### src/rtl/alu_pkg.sv
`default_nettype none
// ============================================================================
// Module   : alu_pkg
// Brief    : Shared types and flag bit positions for the nibble-serial ALU
//            flag unit.
// Revision : 1.0
// ============================================================================
package alu_pkg;

    typedef enum logic [2:0] {
        FM_KEEP = 3'd0,
        FM_CLR  = 3'd1,
        FM_SET  = 3'd2,
        FM_ALU  = 3'd3,
        FM_CPL  = 3'd4
    } fmode_t;

    typedef enum logic [1:0] {
        CI_ZERO = 2'd0,
        CI_ONE  = 2'd1,
        CI_FC   = 2'd2,
        CI_NFC  = 2'd3
    } ci_sel_t;

    typedef enum logic [1:0] {
        COND_NZ = 2'd0,
        COND_Z  = 2'd1,
        COND_NC = 2'd2,
        COND_C  = 2'd3
    } cond_t;

    localparam int FLAG_Z = 7;
    localparam int FLAG_N = 6;
    localparam int FLAG_H = 5;
    localparam int FLAG_C = 4;

    // Only the upper nibble of F holds flags; the lower nibble reads as zero.
    localparam logic [7:0] F_MASK = 8'hF0;

endpackage : alu_pkg
`default_nettype wire

### src/rtl/flag_sel.sv
`default_nettype none
// ============================================================================
// Module   : flag_sel
// Brief    : Per-flag next-value mux selected by the latched update mode.
// Revision : 1.0
// ============================================================================
module flag_sel
    import alu_pkg::*;
(
    input  logic [2:0] mode,
    input  logic       cur,
    input  logic       alu_val,
    output logic       nxt
);

    always_comb begin
        nxt = cur;
        case (fmode_t'(mode))
            FM_KEEP: nxt = cur;
            FM_CLR:  nxt = 1'b0;
            FM_SET:  nxt = 1'b1;
            FM_ALU:  nxt = alu_val;
            FM_CPL:  nxt = ~cur;
            default: nxt = cur;
        endcase
    end

endmodule : flag_sel
`default_nettype wire

### src/rtl/alu_flags.sv
`default_nettype none
// ============================================================================
// Module   : alu_flags
// Brief    : Flag unit behind the nibble-serial ALU: carry chaining between
//            nibbles, F register commit and branch condition evaluation.
// Revision : 1.0
// ============================================================================
module alu_flags
    import alu_pkg::*;
(
    input  logic       clk,
    input  logic       reset,
    input  logic       op_lo,
    input  logic       op_hi,
    input  logic       abort,
    input  logic       alu_carry,
    input  logic       alu_zero,
    input  logic       sub,
    input  logic [1:0] ci_sel,
    input  logic [2:0] zmode,
    input  logic [2:0] nmode,
    input  logic [2:0] hmode,
    input  logic [2:0] cmode,
    input  logic       f_we,
    input  logic [7:0] f_din,
    input  logic [1:0] cond,
    output logic       alu_ci,
    output logic [7:0] f,
    output logic       busy,
    output logic       cond_true
);

    typedef enum logic [0:0] {
        ST_IDLE = 1'b0,
        ST_HI   = 1'b1
    } state_t;

    state_t     r_state;
    state_t     w_state_nxt;
    logic       w_latch;
    logic       w_commit;

    logic       r_hc_raw;
    logic       r_z_lo;
    logic       r_sub;
    logic [2:0] r_zmode;
    logic [2:0] r_nmode;
    logic [2:0] r_hmode;
    logic [2:0] r_cmode;
    logic [7:0] r_f;

    logic       w_z_nxt;
    logic       w_n_nxt;
    logic       w_h_nxt;
    logic       w_c_nxt;
    logic [7:0] w_f_commit;

    always_ff @(posedge clk or posedge reset) begin
        if (reset) begin
            r_state <= ST_IDLE;
        end else begin
            r_state <= w_state_nxt;
        end
    end

    // In HI, abort outranks a restarting op_lo, which outranks the commit.
    always_comb begin
        w_state_nxt = r_state;
        w_latch     = 1'b0;
        w_commit    = 1'b0;
        case (r_state)
            ST_IDLE: begin
                if (op_lo) begin
                    w_latch     = 1'b1;
                    w_state_nxt = ST_HI;
                end
            end
            ST_HI: begin
                if (abort) begin
                    w_state_nxt = ST_IDLE;
                end else if (op_lo) begin
                    w_latch = 1'b1;
                end else if (op_hi) begin
                    w_commit    = 1'b1;
                    w_state_nxt = ST_IDLE;
                end
            end
            default: w_state_nxt = ST_IDLE;
        endcase
    end

    always_ff @(posedge clk or posedge reset) begin
        if (reset) begin
            r_hc_raw <= 1'b0;
            r_z_lo   <= 1'b0;
            r_sub    <= 1'b0;
            r_zmode  <= 3'd0;
            r_nmode  <= 3'd0;
            r_hmode  <= 3'd0;
            r_cmode  <= 3'd0;
        end else if (w_latch) begin
            r_hc_raw <= alu_carry;
            r_z_lo   <= alu_zero;
            r_sub    <= sub;
            r_zmode  <= zmode;
            r_nmode  <= nmode;
            r_hmode  <= hmode;
            r_cmode  <= cmode;
        end
    end

    // Raw adder carries become borrows on subtraction by inversion.
    flag_sel u_sel_z (.mode(r_zmode), .cur(r_f[FLAG_Z]), .alu_val(r_z_lo & alu_zero),   .nxt(w_z_nxt));
    flag_sel u_sel_n (.mode(r_nmode), .cur(r_f[FLAG_N]), .alu_val(r_sub),               .nxt(w_n_nxt));
    flag_sel u_sel_h (.mode(r_hmode), .cur(r_f[FLAG_H]), .alu_val(r_hc_raw ^ r_sub),    .nxt(w_h_nxt));
    flag_sel u_sel_c (.mode(r_cmode), .cur(r_f[FLAG_C]), .alu_val(alu_carry ^ r_sub),   .nxt(w_c_nxt));

    assign w_f_commit = {w_z_nxt, w_n_nxt, w_h_nxt, w_c_nxt, 4'b0000};

    // A direct write takes precedence over a same-cycle commit.
    always_ff @(posedge clk or posedge reset) begin
        if (reset) begin
            r_f <= 8'h00;
        end else if (f_we) begin
            r_f <= f_din & F_MASK;
        end else if (w_commit) begin
            r_f <= w_f_commit;
        end
    end

    always_comb begin
        alu_ci = 1'b0;
        if (r_state == ST_HI) begin
            alu_ci = r_hc_raw;
        end else begin
            case (ci_sel_t'(ci_sel))
                CI_ZERO: alu_ci = 1'b0;
                CI_ONE:  alu_ci = 1'b1;
                CI_FC:   alu_ci = r_f[FLAG_C];
                CI_NFC:  alu_ci = ~r_f[FLAG_C];
                default: alu_ci = 1'b0;
            endcase
        end
    end

    always_comb begin
        cond_true = 1'b0;
        case (cond_t'(cond))
            COND_NZ: cond_true = ~r_f[FLAG_Z];
            COND_Z:  cond_true = r_f[FLAG_Z];
            COND_NC: cond_true = ~r_f[FLAG_C];
            COND_C:  cond_true = r_f[FLAG_C];
            default: cond_true = 1'b0;
        endcase
    end

    assign f    = r_f;
    assign busy = (r_state == ST_HI);

endmodule : alu_flags
`default_nettype wire

### config.mk
export PLATFORM = sky130hd
export DESIGN_NAME = alu_flags
export DESIGN_NICKNAME = d
export VERILOG_FILES = /design/src/rtl/alu_pkg.sv /design/src/rtl/flag_sel.sv /design/src/rtl/alu_flags.sv
export SDC_FILE = /design/constraint.sdc
export NUM_CORES = 1
export LEC_CHECK = 0
export CORE_MARGIN = 2
export CORE_UTILIZATION = 43
export CTS_CLUSTER_DIAMETER = 50
export DETAILED_ROUTE_END_ITERATION = 12
export PLACE_DENSITY = 0.79
export SYNTH_ARGS = -nofsm -noshare
export SYNTH_HDL_FRONTEND = slang
export SYNTH_HIERARCHICAL = 1
export SYNTH_SLANG_ARGS = --single-unit
### constraint.sdc
create_clock -name clk -period 1.7 [get_ports clk]
set_input_delay 0.17 -clock clk [delete_from_list [all_inputs] [get_ports clk]]
set_output_delay 0.17 -clock clk [all_outputs]
set_load 0.02 [all_outputs]
* After elaboration in Yosys (flattened, before gate mapping) *
Cells that the tools add are included.
Widths: inputs -> output; s select.

cells by class
  add/subtract/negate cells = 0
  multiply operators = 0
  divide/modulo/power cells = 0
  $lt $le $gt $ge = 0
  equal/unequal tests = 22
  shift operators = 0
  mux-type cells = 20
  bitwise logic cells = 8
  reductions and logical operators = 11

operators by type and width
  cell                count
  $eq 3x2->1 const B  8
  $pmux 1 s4          6
  $reduce_bool 5->1   4
  $mux 8              2
  $eq 3x1->1 const B  4
  $eq 3x3->1 const B  4
  $mux 1              10
  $eq 2x2->1 const B  4
  $reduce_and 2->1    4
  $not 1->1           5
  $eq 2x1->1 const B  2
  $logic_not 2->1     2
  $pmux 1 s2          2
  $reduce_bool 2->1   1
  $xor 1x1->1         2
  $and 1x1->1         1

storage, ports and cells
  register bits = 24
  bits in latches = 0
  RAM bits = 0
  bits in read-only memories = 0
  logic and storage cells = 74
  memories = 0

* Logic depth before layout (Yosys ltp) *
Gate-level depths: netlist of run 1.

  depth after elaboration = 6
  mapped depth = 6
  depth with buffers taken out = 6

* By module *
Netlist of run 1, hierarchy kept.

by module, submodules not included
  module     instances  cells each  area each (um^2)  sequential area each (um^2)
  alu_flags  1          65          915.9             500.5
  flag_sel   4          7           53.8              0.0

* Worst setup path before layout of run 1 *
Ideal clock, no wire load.

  path kind = register to register
  start point = register r_f[4] (netlist: f[4])
  end point = register r_f[4] (netlist: f[4])
  setup time = 0.125 ns
  data arrival time = 1.382 ns
  required time = 1.575 ns
  setup slack = 0.193 ns
  cell stages (with the launch flop) = 6
  buffers on the path = 0
  clock period less this slack = 1.507 ns
  path through = dfrtp_1 > nand2b_1 > o311ai_2 > o21bai_1 > mux2_2 > mux2_2

between the ends
  word-level cells in the longest chain between the ends = 4

ends and longest elaborated chain
  what                    line              RTL
  from (decl)             alu_flags.sv:50   logic [7:0] r_f;
  from (signal assigned)  alu_flags.sv:125  r_f <= f_din & F_MASK;
  from (signal assigned)  alu_flags.sv:127  r_f <= w_f_commit;
  $not 1->1               flag_sel.sv:23    FM_CPL: nxt = ~cur;
  $pmux 1 s4              flag_sel.sv:18    case (fmode_t'(mode))
  named net w_c_nxt       alu_flags.sv:55   logic w_c_nxt;
  $mux 8                  alu_flags.sv:126  end else if (w_commit) begin
  $mux 8                  alu_flags.sv:124  end else if (f_we) begin

The timed path passes the listed nets, and every way through them passes these cells. The select of a mux whose other input is x is not followed.
A chain may end at the register's enable or synchronous reset.

* Final worst setup path of run 1 *
  start point = register r_sub
  end point = register r_f[4] (netlist: f[4])

between the ends
  word-level cells in the longest chain between the ends = 4

ends and longest elaborated chain
  what                    line              RTL
  from (decl)             alu_flags.sv:45   logic r_sub;
  from (signal assigned)  alu_flags.sv:104  r_sub <= sub;
  $xor 1x1->1             alu_flags.sv:116  flag_sel u_sel_c (.mode(r_cmode), .cur(r_f[FLAG_C]), .alu_val(alu_carry ^ r_sub), .nxt(w_c_nxt));
  $pmux 1 s4              flag_sel.sv:18
  named net w_c_nxt       alu_flags.sv:55
  $mux 8                  alu_flags.sv:126
  $mux 8                  alu_flags.sv:124

The timed path passes the listed nets, and every way through them passes these cells. The select of a mux whose other input is x is not followed.

==> metrics, run 1 <==
status finished clean; Hold WC Path Type in -> async; Routability Congestion roughly 0.7; Antenna diodes 0; Post-Syn Area between 1000 and 1500 um2; Root Buffer clkbuf_4; fin util 62.0%; Final period util 97.2%; maximum number of pins on one net before global-route repair 21; part of the power in registers roughly 47%; H-tree levels 1; DRT iter0 DRCs 11; sequential area share after synthesis approximately 44%; Seq cells post-synth 20; Worst-Skew Late Latency roughly 0.28 ns; clock-pin transition on the worst setup and hold timing paths approximately 0.10 ns; final setup vio count 0; post-CTS setup buffer count 0; WL final roughly 2200 um; CTS tree built; via count roughly 840; P&R area growth vs syn 35.7%; PnR worst setup slack 0.0484 ns; maximum VDD drop about 600 uV; max cap viols 0; RSZ-0062 raised after global routing no; min Tclk post-route approximately 1.7 ns; hold buffer count at cts 0; cells along the critical path xor2_1 > nand3b_1 > o311ai_2 > o21bai_1 > mux2_2 > mux2_2; final net count around 170; Final Hold Viols 0; Synth Area per Inst 12.2 um2; Clock Tree Buf Depth 2; CTS buffer count 3; post-place setup slack -0.156 ns; P_sw around 0.45 mW; Critical R2R Launch r_sub$_DFFE_PP0P_; worst reg-to-reg path cell count 6; synth top area cells dfrtp_1 (44%), mux2_2 (23%), o311ai_2 (5.8%), xor2_1 (3.1%), a21oi_1 (2.7%); DR vias/cell about 5.2; PwrDens around 900 nW/um2; total track usage roughly 15%; Rows 18; Critical Path Start Type register; Final Max Slew Viols 0; DRT antenna net count 0; die width between 50 and 60 um; initial antenna violation count 0; die height roughly 55 um; Arr. time, crit path 1.83 ns; area leader, netlist dfrtp_1; Post-DP Area about 1500 um2; Slowest-stage cell, CP dfrtp_2; cells after synthesis between 90 and 100; RR Endpoint f[4]$_DFFE_PP0P_; Crit path required time about 1.9 ns; share of layout cells above drive strength 1 27.5%; critical path peak fanout 4; Crit path top cell by count mux2_2; crit path kind reg -> reg; DRC 0; synth unique cells 21; # clock sinks 20; Pre-Repair DR Iteration Count 4; grt total ovfl 0; async set-reset flop share out of synthesis 100%; clock share of power 14.6%; Top Ports 44; first-pass GRT wire length 3730 um; CP peak stage delay 0.45 ns; count leader, synth mux2_2; core area between 2000 and 2500 um2; P_int 0.962 mW; Starting Density between 40% and 50%; Reg2Reg Setup Slack 0.05 ns; post-route cell area around 1500 um2; Max Clock Freq around 610 MHz; endpoint type of the worst setup path register; Die ar. between 3000 and 4000 um2; sw frac 31.9%; Syn. warnings 6; port buffer count 35; routed wire length per instance between 10 and 15 um; Final HPWL DP approximately 1700 um; leakage power around 0.62 nW; Synth top cells by count mux2_2 (23), dfrtp_1 (20), a21oi_1 (6); vias in the first global route around 900; leading register cell type out of synthesis dfrtp_1; Comb pwr share 38.2%; top cell type's share of synthesized area between 40 and 50%; number of synthesized flops with an enable pin 0; final setup skew roughly 0.0019 ns
-- critical path: cells and delay by family, from the launching register on --
| family | cells | cell delay, ns |
|---|---|---|
| muxes | 2 | 0.52 |
| DFF | 1 | 0.45 |
| AOI/OAI and AO/OA | 2 | 0.30 |
| xor gates and xnor gates | 1 | 0.17 |
| and+or+nand+nor | 1 | 0.10 |
-- registers in the layout, indices dropped and copies added, names as in the netlist --
register,cells
r_nmode,3
r_cmode,3
r_z_lo,1
r_hc_raw,1
f,4
busy,1
r_hmode,3
r_sub,1
r_zmode,3
-- power by group through the flow --
| stage | sequential (mW) | combinational (mW) | clock (mW) |
|---|---|---|---|
| 2_1_floorplan | 0.685 | 0.315 | 0 |
| 3_3_place_gp | 0.667 | 0.530 | 0 |
| 3_5_place_dp | 0.676 | 0.553 | 0 |
| 4_1_cts | 0.666 | 0.546 | 0.225 |
| 5_1_grt | 0.682 | 0.579 | 0.249 |
| 6_report | 0.666 | 0.540 | 0.206 |
-- area by class of cell --
cell class / count / area, um2
Fill cell: 215 / 942
Multi-Input combinational cell: 69 / 593
Sequential cell: 20 / 502
Timing Repair Buffer: 37 / 373
Tap cell: 30 / 37.5
Clock buffer: 3 / 22.5
Inverter: 2 / 7.51
-- through the flow --
| step | hold slack [ns] | setup TNS (ns) | total power, mW | std cells |
|---|---|---|---|---|
| final | 0.195 | 0 | 1.41 | 161 |
| after detailed placement | 0.500 | -0.348 | 1.23 | 158 |
| after global routing | 0.223 | 0 | 1.51 | 161 |
| after global placement | 0.485 | -0.187 | 1.20 | 158 |
| after floorplan | 0.134 | 0 | 1.00 | 96 |
| after CTS | 0.191 | 0 | 1.44 | 161 |
-- metal layers --
metal  vias up  part of all wire [%]  global-route usage [%]
met5         -                     0                       0
met4         0                  0.45                    5.92
met3         2                   5.9                    3.98
met2        26                    53                    28.7
met1       403                    40                    16.0
li1        410                     -                       -
-- cells by family after synthesis --
group | count (synthesis) | synth area share (%)
mux | 24 | 23.8
xor+xnor | 4 | 3.10
simple gates | 21 | 11.7
compound gates | 16 | 12.5
flops | 20 | 44.2
other cells | 1 | 0.332
buf+inv | 7 | 4.31
-- placed cells by master, fill, tap and decap left out, types with 4 or more instances in the layout --
| cell | n |
|---|---|
| conb_1 | 4 |
| nand3_1 | 4 |
| xor2_1 | 4 |
| dfrtp_1 | 19 |
| nor2b_1 | 4 |
| o311ai_2 | 4 |
| clkdlybuf4s50_1 | 33 |
| nand3b_1 | 4 |
| mux2_2 | 23 |
| a21oi_1 | 6 |
| nand2b_1 | 4 |
| o21bai_1 | 4 |
-- what timing repair did --
action | 4_1_cts | 5_1_grt
pin swaps | 0 | 0
setup endpoints to repair | 2 | 3
hold endpoints to repair | 0 | 0
resized for setup | 2 | 4
-- worst max-delay path by stage --
stage,from,endpoint,slack (ns)
after floorplan,f[4]$_DFFE_PP0P_,f[4]$_DFFE_PP0P_,0.19
after global placement,cond[1],cond_true,-0.08
after detailed placement,cond[1],cond_true,-0.16
after CTS,f[7]$_DFFE_PP0P_,cond_true,0.03
after global routing,r_sub$_DFFE_PP0P_,f[4]$_DFFE_PP0P_,0.002
final,r_sub$_DFFE_PP0P_,f[4]$_DFFE_PP0P_,0.05
No activity file was read; power rests on OpenSTA's default activity.
==> run 2: changes to the inputs <==
--- a/config.mk
+++ b/config.mk
@@ -7,7 +7,6 @@
 export LEC_CHECK = 0
 export CORE_MARGIN = 2
 export CORE_UTILIZATION = 43
-export CTS_CLUSTER_DIAMETER = 50
 export DETAILED_ROUTE_END_ITERATION = 12
 export PLACE_DENSITY = 0.79
 export SYNTH_ARGS = -nofsm -noshare
==> results of run 2 <==
Same layout as run 1: the final DEF is identical, and so are final timing and power.
